[src/rtl/vmicro16_uart_rx_apb_pkg.sv]
// Shared configuration for the APB UART receiver: register map, status bits, slave index.
package vmicro16_uart_rx_apb_pkg;
    localparam int DATA_WIDTH = 16;

    // UART1 takes the next free select line on the peripheral bus.
    localparam int APB_PSELX_UART1 = 8;
    localparam int SLAVES          = 9;

    localparam logic [1:0] UART_RX_ADDR_DATA   = 2'd0;
    localparam logic [1:0] UART_RX_ADDR_STATUS = 2'd1;
    localparam logic [1:0] UART_RX_ADDR_COUNT  = 2'd2;

    localparam int UART_RX_STAT_NEMPTY = 0;
    localparam int UART_RX_STAT_FULL   = 1;
    localparam int UART_RX_STAT_OVR    = 2;
    localparam int UART_RX_STAT_FERR   = 3;

    function automatic int clks_per_bit(input int clk_hz, input int baud);
        return clk_hz / baud;
    endfunction
endpackage

[src/rtl/vmicro16_uart_rx_apb_if.sv]
// APB slave-side signal bundle for the UART receiver.
interface vmicro16_uart_rx_apb_if
    import vmicro16_uart_rx_apb_pkg::*;
#(parameter int DW = DATA_WIDTH);
    logic [1:0]    S_PADDR;
    logic          S_PWRITE;
    logic          S_PSELx;
    logic          S_PENABLE;
    logic [DW-1:0] S_PWDATA;
    logic [DW-1:0] S_PRDATA;
    logic          S_PREADY;

    modport master (output S_PADDR, S_PWRITE, S_PSELx, S_PENABLE, S_PWDATA,
                    input  S_PRDATA, S_PREADY);
    modport slave  (input  S_PADDR, S_PWRITE, S_PSELx, S_PENABLE, S_PWDATA,
                    output S_PRDATA, S_PREADY);
endinterface

[src/rtl/vmicro16_fifo_sync.sv]
// Generic synchronous FIFO; head is combinational, push while full succeeds only alongside a pop.
module vmicro16_fifo_sync #(
    parameter int WIDTH = 8,
    parameter int DEPTH = 8
) (
    input  logic                     clk,
    input  logic                     reset,
    input  logic                     i_push,
    input  logic [WIDTH-1:0]         i_data,
    input  logic                     i_pop,
    output logic [WIDTH-1:0]         o_data,
    output logic                     o_full,
    output logic                     o_empty,
    output logic [$clog2(DEPTH):0]   o_count
);
    localparam int AW = $clog2(DEPTH);

    logic [WIDTH-1:0] r_mem [DEPTH];
    logic [AW-1:0]    r_wr;
    logic [AW-1:0]    r_rd;
    logic [AW:0]      r_count;
    logic             w_do_push;
    logic             w_do_pop;

    assign o_full    = (r_count == (AW+1)'(DEPTH));
    assign o_empty   = (r_count == '0);
    assign o_count   = r_count;
    assign o_data    = r_mem[r_rd];
    assign w_do_pop  = i_pop & ~o_empty;
    // When full, the pop frees the slot the push writes into (r_wr == r_rd).
    assign w_do_push = i_push & (~o_full | w_do_pop);

    always_ff @(posedge clk or negedge reset) begin
        if (!reset) begin
            r_wr    <= '0;
            r_rd    <= '0;
            r_count <= '0;
        end else begin
            if (w_do_push) r_wr <= r_wr + AW'(1);
            if (w_do_pop)  r_rd <= r_rd + AW'(1);
            case ({w_do_push, w_do_pop})
                2'b10:   r_count <= r_count + (AW+1)'(1);
                2'b01:   r_count <= r_count - (AW+1)'(1);
                default: r_count <= r_count;
            endcase
        end
    end

    always_ff @(posedge clk) begin
        if (w_do_push) r_mem[r_wr] <= i_data;
    end
endmodule

[src/rtl/vmicro16_uart_rx_apb.sv]
// 8N1 UART receiver with a receive FIFO, read by cores as a zero-wait APB slave.
module vmicro16_uart_rx_apb
    import vmicro16_uart_rx_apb_pkg::*;
#(
    parameter int CLK_HZ     = 50_000_000,
    parameter int BAUD       = 115200,
    parameter int FIFO_DEPTH = 8
) (
    input  logic                          clk,
    input  logic                          reset,
    vmicro16_uart_rx_apb_if.slave         apb,
    input  logic                          rx_wire,
    output logic                          irq
);
    localparam int CPB = clks_per_bit(CLK_HZ, BAUD);
    localparam int TW  = $clog2(CPB);
    localparam int CW  = $clog2(FIFO_DEPTH) + 1;
    localparam logic [TW-1:0] T_HALF = TW'(CPB/2 - 1);
    localparam logic [TW-1:0] T_FULL = TW'(CPB - 1);

    typedef enum logic [2:0] {
        S_IDLE, S_START, S_DATA, S_STOP, S_BREAK
    } rx_state_t;

    rx_state_t       r_state;
    logic [TW-1:0]   r_timer;
    logic [2:0]      r_bitidx;
    logic [7:0]      r_shift;
    logic            r_sync1, r_sync2;
    logic            r_ovr, r_ferr;

    logic            w_rx_s;
    logic            w_tick;
    logic            w_push, w_ferr_set;
    logic            w_en, w_rd, w_wr;
    logic            w_pop;
    logic            w_full, w_empty;
    logic [7:0]      w_head;
    logic [CW-1:0]   w_count;
    logic            w_ovr_set;
    logic            w_clr_ovr, w_clr_ferr;
    logic [DATA_WIDTH-1:0] w_prdata;
    logic            w_unused;

    assign w_rx_s = r_sync2;

    always_ff @(posedge clk or negedge reset) begin
        if (!reset) begin
            r_sync1 <= 1'b1;
            r_sync2 <= 1'b1;
        end else begin
            r_sync1 <= rx_wire;
            r_sync2 <= r_sync1;
        end
    end

    assign w_tick     = (r_timer == '0);
    assign w_push     = (r_state == S_STOP) & w_tick & w_rx_s;
    assign w_ferr_set = (r_state == S_STOP) & w_tick & ~w_rx_s;

    always_ff @(posedge clk or negedge reset) begin
        if (!reset) begin
            r_state  <= S_IDLE;
            r_timer  <= '0;
            r_bitidx <= '0;
            r_shift  <= '0;
        end else begin
            case (r_state)
                S_IDLE: if (!w_rx_s) begin
                    r_timer <= T_HALF;
                    r_state <= S_START;
                end
                S_START: if (w_tick) begin
                    if (w_rx_s) r_state <= S_IDLE;
                    else begin
                        r_timer  <= T_FULL;
                        r_bitidx <= '0;
                        r_state  <= S_DATA;
                    end
                end else r_timer <= r_timer - TW'(1);
                S_DATA: if (w_tick) begin
                    r_shift <= {w_rx_s, r_shift[7:1]};
                    r_timer <= T_FULL;
                    if (r_bitidx == 3'd7) r_state <= S_STOP;
                    else                  r_bitidx <= r_bitidx + 3'd1;
                end else r_timer <= r_timer - TW'(1);
                S_STOP: if (w_tick) r_state <= w_rx_s ? S_IDLE : S_BREAK;
                        else        r_timer <= r_timer - TW'(1);
                S_BREAK: if (w_rx_s) r_state <= S_IDLE;
                default: r_state <= S_IDLE;
            endcase
        end
    end

    assign w_en  = apb.S_PSELx & apb.S_PENABLE;
    assign w_rd  = w_en & ~apb.S_PWRITE;
    assign w_wr  = w_en &  apb.S_PWRITE;
    assign w_pop = w_rd & (apb.S_PADDR == UART_RX_ADDR_DATA);

    vmicro16_fifo_sync #(.WIDTH(8), .DEPTH(FIFO_DEPTH)) u_fifo (
        .clk     (clk),
        .reset   (reset),
        .i_push  (w_push),
        .i_data  (r_shift),
        .i_pop   (w_pop),
        .o_data  (w_head),
        .o_full  (w_full),
        .o_empty (w_empty),
        .o_count (w_count)
    );

    // A pop in the same cycle makes room, so only a pop-less push while full is an overrun.
    assign w_ovr_set  = w_push & w_full & ~w_pop;
    assign w_clr_ovr  = w_wr & (apb.S_PADDR == UART_RX_ADDR_STATUS) & apb.S_PWDATA[UART_RX_STAT_OVR];
    assign w_clr_ferr = w_wr & (apb.S_PADDR == UART_RX_ADDR_STATUS) & apb.S_PWDATA[UART_RX_STAT_FERR];

    always_ff @(posedge clk or negedge reset) begin
        if (!reset) begin
            r_ovr  <= 1'b0;
            r_ferr <= 1'b0;
        end else begin
            r_ovr  <= (r_ovr  & ~w_clr_ovr)  | w_ovr_set;
            r_ferr <= (r_ferr & ~w_clr_ferr) | w_ferr_set;
        end
    end

    always_comb begin
        w_prdata = '0;
        if (w_rd) begin
            case (apb.S_PADDR)
                UART_RX_ADDR_DATA:   if (!w_empty) w_prdata = DATA_WIDTH'(w_head);
                UART_RX_ADDR_STATUS: begin
                    w_prdata[UART_RX_STAT_NEMPTY] = ~w_empty;
                    w_prdata[UART_RX_STAT_FULL]   = w_full;
                    w_prdata[UART_RX_STAT_OVR]    = r_ovr;
                    w_prdata[UART_RX_STAT_FERR]   = r_ferr;
                end
                UART_RX_ADDR_COUNT:  w_prdata = DATA_WIDTH'(w_count);
                default:             w_prdata = '0;
            endcase
        end
    end

    assign apb.S_PRDATA = w_prdata;
    assign apb.S_PREADY = w_en;
    assign irq          = ~w_empty;
    assign w_unused     = ^apb.S_PWDATA;
endmodule

[src/flat_wrapper.sv]
// flat-port wrapper written by rule: the top's interface ports become plain ports
module vmicro16_uart_rx_apb_flat import vmicro16_uart_rx_apb_pkg::*;
#(
    parameter int CLK_HZ     = 50_000_000,
    parameter int BAUD       = 115200,
    parameter int FIFO_DEPTH = 8
)
  (clk, reset, rx_wire, irq, apb_S_PADDR, apb_S_PWRITE, apb_S_PSELx, apb_S_PENABLE, apb_S_PWDATA, apb_S_PRDATA, apb_S_PREADY);
  vmicro16_uart_rx_apb_if #(.DW(16)) apb_i ();
  input  logic clk;
  input  logic reset;
  input  logic rx_wire;
  output logic irq;
  input wire logic [$bits(apb_i.S_PADDR)-1:0] apb_S_PADDR;
  input wire logic [$bits(apb_i.S_PWRITE)-1:0] apb_S_PWRITE;
  input wire logic [$bits(apb_i.S_PSELx)-1:0] apb_S_PSELx;
  input wire logic [$bits(apb_i.S_PENABLE)-1:0] apb_S_PENABLE;
  input wire logic [$bits(apb_i.S_PWDATA)-1:0] apb_S_PWDATA;
  output wire logic [$bits(apb_i.S_PRDATA)-1:0] apb_S_PRDATA;
  output wire logic [$bits(apb_i.S_PREADY)-1:0] apb_S_PREADY;
  assign apb_i.S_PADDR = apb_S_PADDR;
  assign apb_i.S_PWRITE = apb_S_PWRITE;
  assign apb_i.S_PSELx = apb_S_PSELx;
  assign apb_i.S_PENABLE = apb_S_PENABLE;
  assign apb_i.S_PWDATA = apb_S_PWDATA;
  assign apb_S_PRDATA = apb_i.S_PRDATA;
  assign apb_S_PREADY = apb_i.S_PREADY;
  vmicro16_uart_rx_apb #(.CLK_HZ(CLK_HZ), .BAUD(BAUD), .FIFO_DEPTH(FIFO_DEPTH)) u_core (.clk(clk), .reset(reset), .apb(apb_i), .rx_wire(rx_wire), .irq(irq));
endmodule
[config.mk]
export PLATFORM = sky130hd
export DESIGN_NAME = vmicro16_uart_rx_apb_flat
export DESIGN_NICKNAME = d
export VERILOG_FILES = /design/src/rtl/vmicro16_uart_rx_apb_pkg.sv /design/src/rtl/vmicro16_uart_rx_apb_if.sv /design/src/rtl/vmicro16_fifo_sync.sv /design/src/rtl/vmicro16_uart_rx_apb.sv /design/src/flat_wrapper.sv
export SDC_FILE = /design/constraint.sdc
export NUM_CORES = 1
export LEC_CHECK = 0
export BUFFER_PORTS_ARGS = -buffer_cell sky130_fd_sc_hd__buf_2
export CORE_MARGIN = 1
export CORE_UTILIZATION = 59
export DETAILED_ROUTE_END_ITERATION = 6
export PLACE_DENSITY_LB_ADDON = 0.3
export SYNTH_ARGS = -nofsm -noshare
export SYNTH_HDL_FRONTEND = slang
export SYNTH_SLANG_ARGS = --single-unit
[constraint.sdc]
create_clock -name clk -period 3.05 [get_ports clk]
set_input_delay 0.61 -clock clk [delete_from_list [all_inputs] [get_ports clk]]
set_output_delay 0.61 -clock clk [all_outputs]
set_load 0.005 [all_outputs]
# --- Word level (Yosys, flattened, before mapping) ---
# Memories as Yosys holds them, arrays and structs flattened.
# Index checks and enable logic that the tools add are counted.
word_totals:
  ff_bits: 37
  ram_bits: 64
  in_bits: 24
  mem_count: 1
mem_list:
  columns: ["memory", "words", "width", "read_ports", "rd_clocked_by_memory_dff", "write_ports", "line_no", "source"]
  rows:
  - ["u_core.u_fifo.r_mem", 8, 8, 1, 0, 1, "vmicro16_fifo_sync.sv:18", "logic [WIDTH-1:0] r_mem [DEPTH];"]
op_classes:
  n_addsub: 6
  reduce_logical: 11
  bitwise: 26
  eq_ne: 20
  muxes: 27
ops:
  columns: ["cell", "n"]
  rows:
  - ["two-way mux 9 bit", 5]
  - ["case mux 9 bit (4 select lines)", 1]
  - ["two-way mux 3 bit", 11]
  - ["bitwise AND 1 bit", 16]
  - ["two-way mux 8 bit", 2]
  - ["case mux 3 bit (5 select lines)", 1]
  - ["case mux 4 bit (3 select lines)", 1]
  - ["inequality test 2 x 1 -> 1 bit (second input constant)", 5]
  - ["adder 3 x 1 -> 3 bit (second input constant)", 3]
  - ["logical NOT 9 bit", 1]
  - ["subtractor 9 x 1 -> 9 bit (second input constant)", 1]
  - ["inequality test 2 bit (second input constant)", 4]
  - ["case mux 4 bit (2 select lines)", 1]
  - ["NOT 1 bit", 7]
  - ["equality test 3 x 2 -> 1 bit (second input constant)", 2]
  - ["equality test 3 bit (second input constant)", 2]
  - ["case mux 3 bit (2 select lines)", 1]
  - ["AND reduction 6 bit", 1]
  - ["AND reduction 5 bit", 1]
  - ["adder 4 x 1 -> 4 bit (second input constant)", 1]
  - ["equality test 2 x 1 -> 1 bit (second input constant)", 2]
  - ["equality test 2 bit (second input constant)", 2]
  - ["equality test 4 bit (second input constant)", 1]
  - ["logical NOT 4 bit", 1]
  - ["other kinds (13)", 17]

# --- Logic depth before layout (Yosys ltp) ---
logic_depth:
  word_depth: 8
  mapped_depth: 11
  ltp_nobuf: 10

# --- Modules after synthesis ---
# From an unflattened synthesis, not the netlist that was laid out.
unflattened:
  hier_cells: 347
  area_unflattened_um2: 4822.1
modules_own_cells:
  columns: ["module", "area_each_um2", "n_inst", "cells_each", "seq_area_each_um2"]
  rows:
  - ["vmicro16_fifo_sync", 3150.5, 1, 162, 2172.1]
  - ["vmicro16_uart_rx_apb", 1671.6, 1, 185, 678.2]

# --- Worst setup path after synthesis ---
# Ideal clock, no wire load.
synth_path:
  path_kind: "register to register"
  start: "register u_core.r_timer[0]"
  end: "memory u_core.u_fifo.r_mem[0][0] (enable)"
  setup_slack_ns: 0.291
  n_path_buf: 1
  arrival_ns: 2.364
  setup_ns: 0.395
  path_stages_with_launch: 8
  required_time_ns: 2.655
  cell_sequence: "dfrtp_1 inv_1 ha_1 nor4b_1 and2_1 buf_2 nand3_1 nor4_1"
synth_between:
  elab_chain_len: 6
synth_rtl:
  columns: ["element", "line_no", "source"]
  rows:
  - ["start, declared", "vmicro16_uart_rx_apb.sv:26", "logic [TW-1:0] r_timer;"]
  - ["start signal, assigned", "vmicro16_uart_rx_apb.sv:80", "end else r_timer <= r_timer - TW'(1);"]
  - ["start signal, assigned", "vmicro16_uart_rx_apb.sv:86", "end else r_timer <= r_timer - TW'(1);"]
  - ["start signal, assigned", "vmicro16_uart_rx_apb.sv:88", "else r_timer <= r_timer - TW'(1);"]
  - ["logical NOT 9 bit", "vmicro16_uart_rx_apb.sv:57", "assign w_tick = (r_timer == '0);"]
  - ["bitwise AND 1 bit (2 in series)", "vmicro16_uart_rx_apb.sv:58", "assign w_push = (r_state == S_STOP) & w_tick & w_rx_s;"]
  - ["bitwise AND 1 bit", "vmicro16_fifo_sync.sv:31", "assign w_do_push = i_push & (~o_full | w_do_pop);"]
  - ["two-way mux 1 bit", "vmicro16_fifo_sync.sv:50", "if (w_do_push) r_mem[r_wr] <= i_data;"]
  - ["two-way mux 1 bit (implied by the code)", "vmicro16_fifo_sync.sv:50", null]
  - ["end, declared", "vmicro16_fifo_sync.sv:18", null]
# No other way between the ends.

# --- Worst setup path in the final report ---
layout_path:
  start: "register u_core.u_fifo.r_rd[0]"
  end: "output port apb_S_PRDATA[0]"
layout_between:
  elab_chain_len: 4
layout_rtl:
  columns: ["element", "line_no", "source"]
  rows:
  - ["start, declared", "vmicro16_fifo_sync.sv:20", "logic [AW-1:0] r_rd;"]
  - ["start signal, assigned", "vmicro16_fifo_sync.sv:40", "if (w_do_pop) r_rd <= r_rd + AW'(1);"]
  - ["memory read (8 x 8 bit)", null, null]
  - ["two-way mux 8 bit", "vmicro16_uart_rx_apb.sv:131", "UART_RX_ADDR_DATA: if (!w_empty) w_prdata = DATA_WIDTH'(w_head);"]
  - ["case mux 4 bit (3 select lines)", "vmicro16_uart_rx_apb.sv:130", "case (apb.S_PADDR)"]
  - ["two-way mux 8 bit", "vmicro16_uart_rx_apb.sv:129", "if (w_rd) begin"]
  - ["end, declared", "flat_wrapper.sv:19", "output wire logic [$bits(apb_i.S_PRDATA)-1:0] apb_S_PRDATA;"]
# No other way between the ends.

==> run summary <==
run status -> complete, no violations
CP delay by family, top -> multiplexers
WL/cell -> 18.6 µm
Logic pwr share -> 11.3%
Vias -> 2666
global-route wire length before repair -> 12300 µm
Async SR Flop Fraction -> 36.6%
RD Place Congestion -> 0.850
most common cell in the netlist -> edfxtp_1
post-route setup TNS -> 0 ps
final instance area -> 4950 µm²
Layout Skew -> 14.7 ps
Layout Nets -> 370
final setup vio count -> 0
layout cells sized above 1 -> 24.9%
Iter 0 DRT Violations -> 175
kind of end point of the critical path -> output pin
CP startpoint kind -> flop
Worst EP required -> 2440 ps
CP Max Fanout -> 8
I/O Pins -> 42
largest net degree at the start of global routing -> 38
yosys warns -> 0
sw power -> 746 µW
shortest period the worst path allows -> 2730 ps
top cells by count, synth -> edfxtp_1 (64), dfrtp_1 (35), nand2_1 (20)
fin. max-slew vios -> 0
area leader, netlist -> edfxtp_1
Post-CTS Hold Buffers -> 0
Fin. Hold Viols -> 0
Total GRT Usage -> 22.2%
Buffers on Ports -> 19
Mapped Cells -> 311
Post-Syn Area -> 4500 µm²
Yosys cell types -> 58
fmax -> 366 MHz
RSZ-0062 raised after global routing -> false
H-tree depth -> 3
Cell Chain, Critical Path -> mux4_2 -> mux2i_1 -> o21ai_0 -> and3_1 -> buf_2
Core ar. -> 7330 µm²
clk_lat worst skew -> 370 ps
number of global-route vias before repair -> 2436
synthesis-to-finish area growth -> 9.94%
synth top area cells -> edfxtp_1 (43%), dfrtp_1 (19%), mux4_2 (8.0%)
CP Class -> flop to output pin
Switching Share -> 26.5%
initial antenna violation count -> 0
HPWL Detailed -> 5570 µm
register share of total power -> 56.8%
origin of the worst setup path -> u_core.u_fifo.r_rd[0]
Initial Utilization -> 61.4%
Slew Limit Headroom -> 44.1%
drt pass-1 iters -> 4
synthesis-stage register bit count -> 101
Syn Area/Cell -> 14.5 µm²
CP max-delay cell -> mux4_2
EDFF count, synth -> 64
die area -> 7990 µm²
internal power -> 2070 µW
leak pwr -> 0.00203 µW
Seq/Total Area, Yosys -> 63.3%
vias per cell -> 6.00
clock sinks -> 101
Max Cap Viol -> 0
Placed Instance Area -> 4730 µm²
CTS tree -> built
drt total wl -> 8260 µm
cts bufs inserted -> 9
worst hold path type -> primary input to async pin
origin of the critical flop-to-flop path -> u_core.r_timer[0]
Residual DRC -> 0
CTS Root Cell -> clkbuf_8
crit path DAT -> 2120 ps
Buf/Inv on CP -> 1
Post-DRT Antenna Nets -> 0
Post-synth top flop -> edfxtp_1
chip width -> 89.4 µm
post-route setup slack -> 316 ps
DP Worst Slack -> 375 ps
postcts setup bufs -> 0
# diodes -> 0
Synth top area share -> 42.7%
Rows -> 31
Least-Margin Pin Slew -> 838 ps
Clk pwr share -> 31.9%
worst vdd ir -> 0.000243 V
Die Ht -> 89.4 µm
final core utilization -> 67.6%
Critical Path Max Stage Delay -> 540 ps
period utilization -> 89.7%
pwr/cell area -> 568 nW/µm²
GR Overflow Total -> 0
CTS Buffer Depth -> 2
Reg clk slew, reported paths -> 110 ps
[through the flow]
step           cells  power (µW)  hold WS (ps)
4_1_cts          444        2840           326
3_5_place_dp     428        1950           352
5_1_grt          444        2920           330
2_1_floorplan    318        1840           314
3_3_place_gp     428        1930           347
6_report         444        2810           339
[cells in the final DEF, fill, tap and decap left out, types with 5 or more instances in the layout]
cell	Yosys	layout
mux4_2	16	16
edfxtp_1	64	64
clkbuf_8	0	9
nand2_1	20	20
nor2_1	18	18
mux2i_1	5	5
buf_2	6	19
xnor2_1	7	7
dfrtp_1	35	34
o21ai_0	10	10
ha_1	6	6
o31ai_1	5	5
nor3_1	9	9
conb_1	1	8
buf_4	10	14
a21oi_1	11	11
nand3_1	5	5
mux2_2	10	10
[repair_timing]
| action | 4_1_cts | 5_1_grt |
|---|---|---|
| hold endpoints to repair | 0 | 0 |
| gates resized for setup | 0 | 1 |
| setup endpoints to repair | 0 | 1 |
[worst paths after layout]
check	to	slack [ps]	cells after the start
hold / removal	u_core.u_fifo.o_count[0]	340	1
max in group asynchronous	u_core.u_fifo.r_rd[0]	2140	1
setup / recovery	apb_S_PRDATA[0]	320	5
min in group clk	u_core.r_sync1	340	1
hold reg to reg	u_core.r_sync2	360	0
setup reg to reg	u_core.u_fifo.o_count[2]	350	11
[layer usage]
layer | routed length [µm] | vias to the layer above | GRT usage, %
li1 | - | 1245 | -
met1 | 3410 | 1322 | 28.2
met2 | 4210 | 82 | 38.0
met3 | 465 | 17 | 3.23
met4 | 181 | 0 | 9.96
met5 | 0 | - | 0
[logic make-up (layout without fill, tap and decap cells)]
family	Yosys count	after routing	share of synthesized area [%]
DFF	101	101	63.3
xor gates and xnor gates	8	8	1.56
adders and majority gates	6	6	1.67
other	1	8	0.0833
muxes	32	32	11.9
buffers and inverters	26	53	3.17
and+or+nand+nor	83	83	10.2
AOI/OAI and AO/OA	54	54	8.14
[power by group through the flow]
stage / combinational, µW / clock (µW) / sequential (µW)
6_report: 317 / 898 / 1600
5_1_grt: 342 / 968 / 1610
4_1_cts: 323 / 920 / 1600
3_5_place_dp: 321 / 0 / 1630
3_3_place_gp: 306 / 0 / 1620
2_1_floorplan: 288 / 0 / 1550
[registers in the layout, summed over array words and instances (netlist names)]
| signal | flops |
|---|---|
| u_core.r_ovr | 1 |
| u_core.u_fifo.o_count | 4 |
| u_core.r_sync1 | 1 |
| u_core.u_fifo.r_rd | 3 |
| u_core.r_state | 3 |
| u_core.r_shift | 8 |
| u_core.r_ferr | 1 |
| u_core.r_bitidx | 3 |
| u_core.r_timer | 9 |
| u_core.r_sync2 | 1 |
| u_core.u_fifo.r_wr | 3 |
| u_core.u_fifo.r_mem | 64 |
[layout make-up]
type	count	area [µm²]
Inverter	4	15.0
Multi-Input combinational cell	191	1540
Sequential cell	101	2850
Clock buffer	9	124
Timing Repair Buffer	33	200
Clock inverter	7	100
Fill cell	497	2380
Tap cell	99	124
Power figures use the tool's default switching activity.
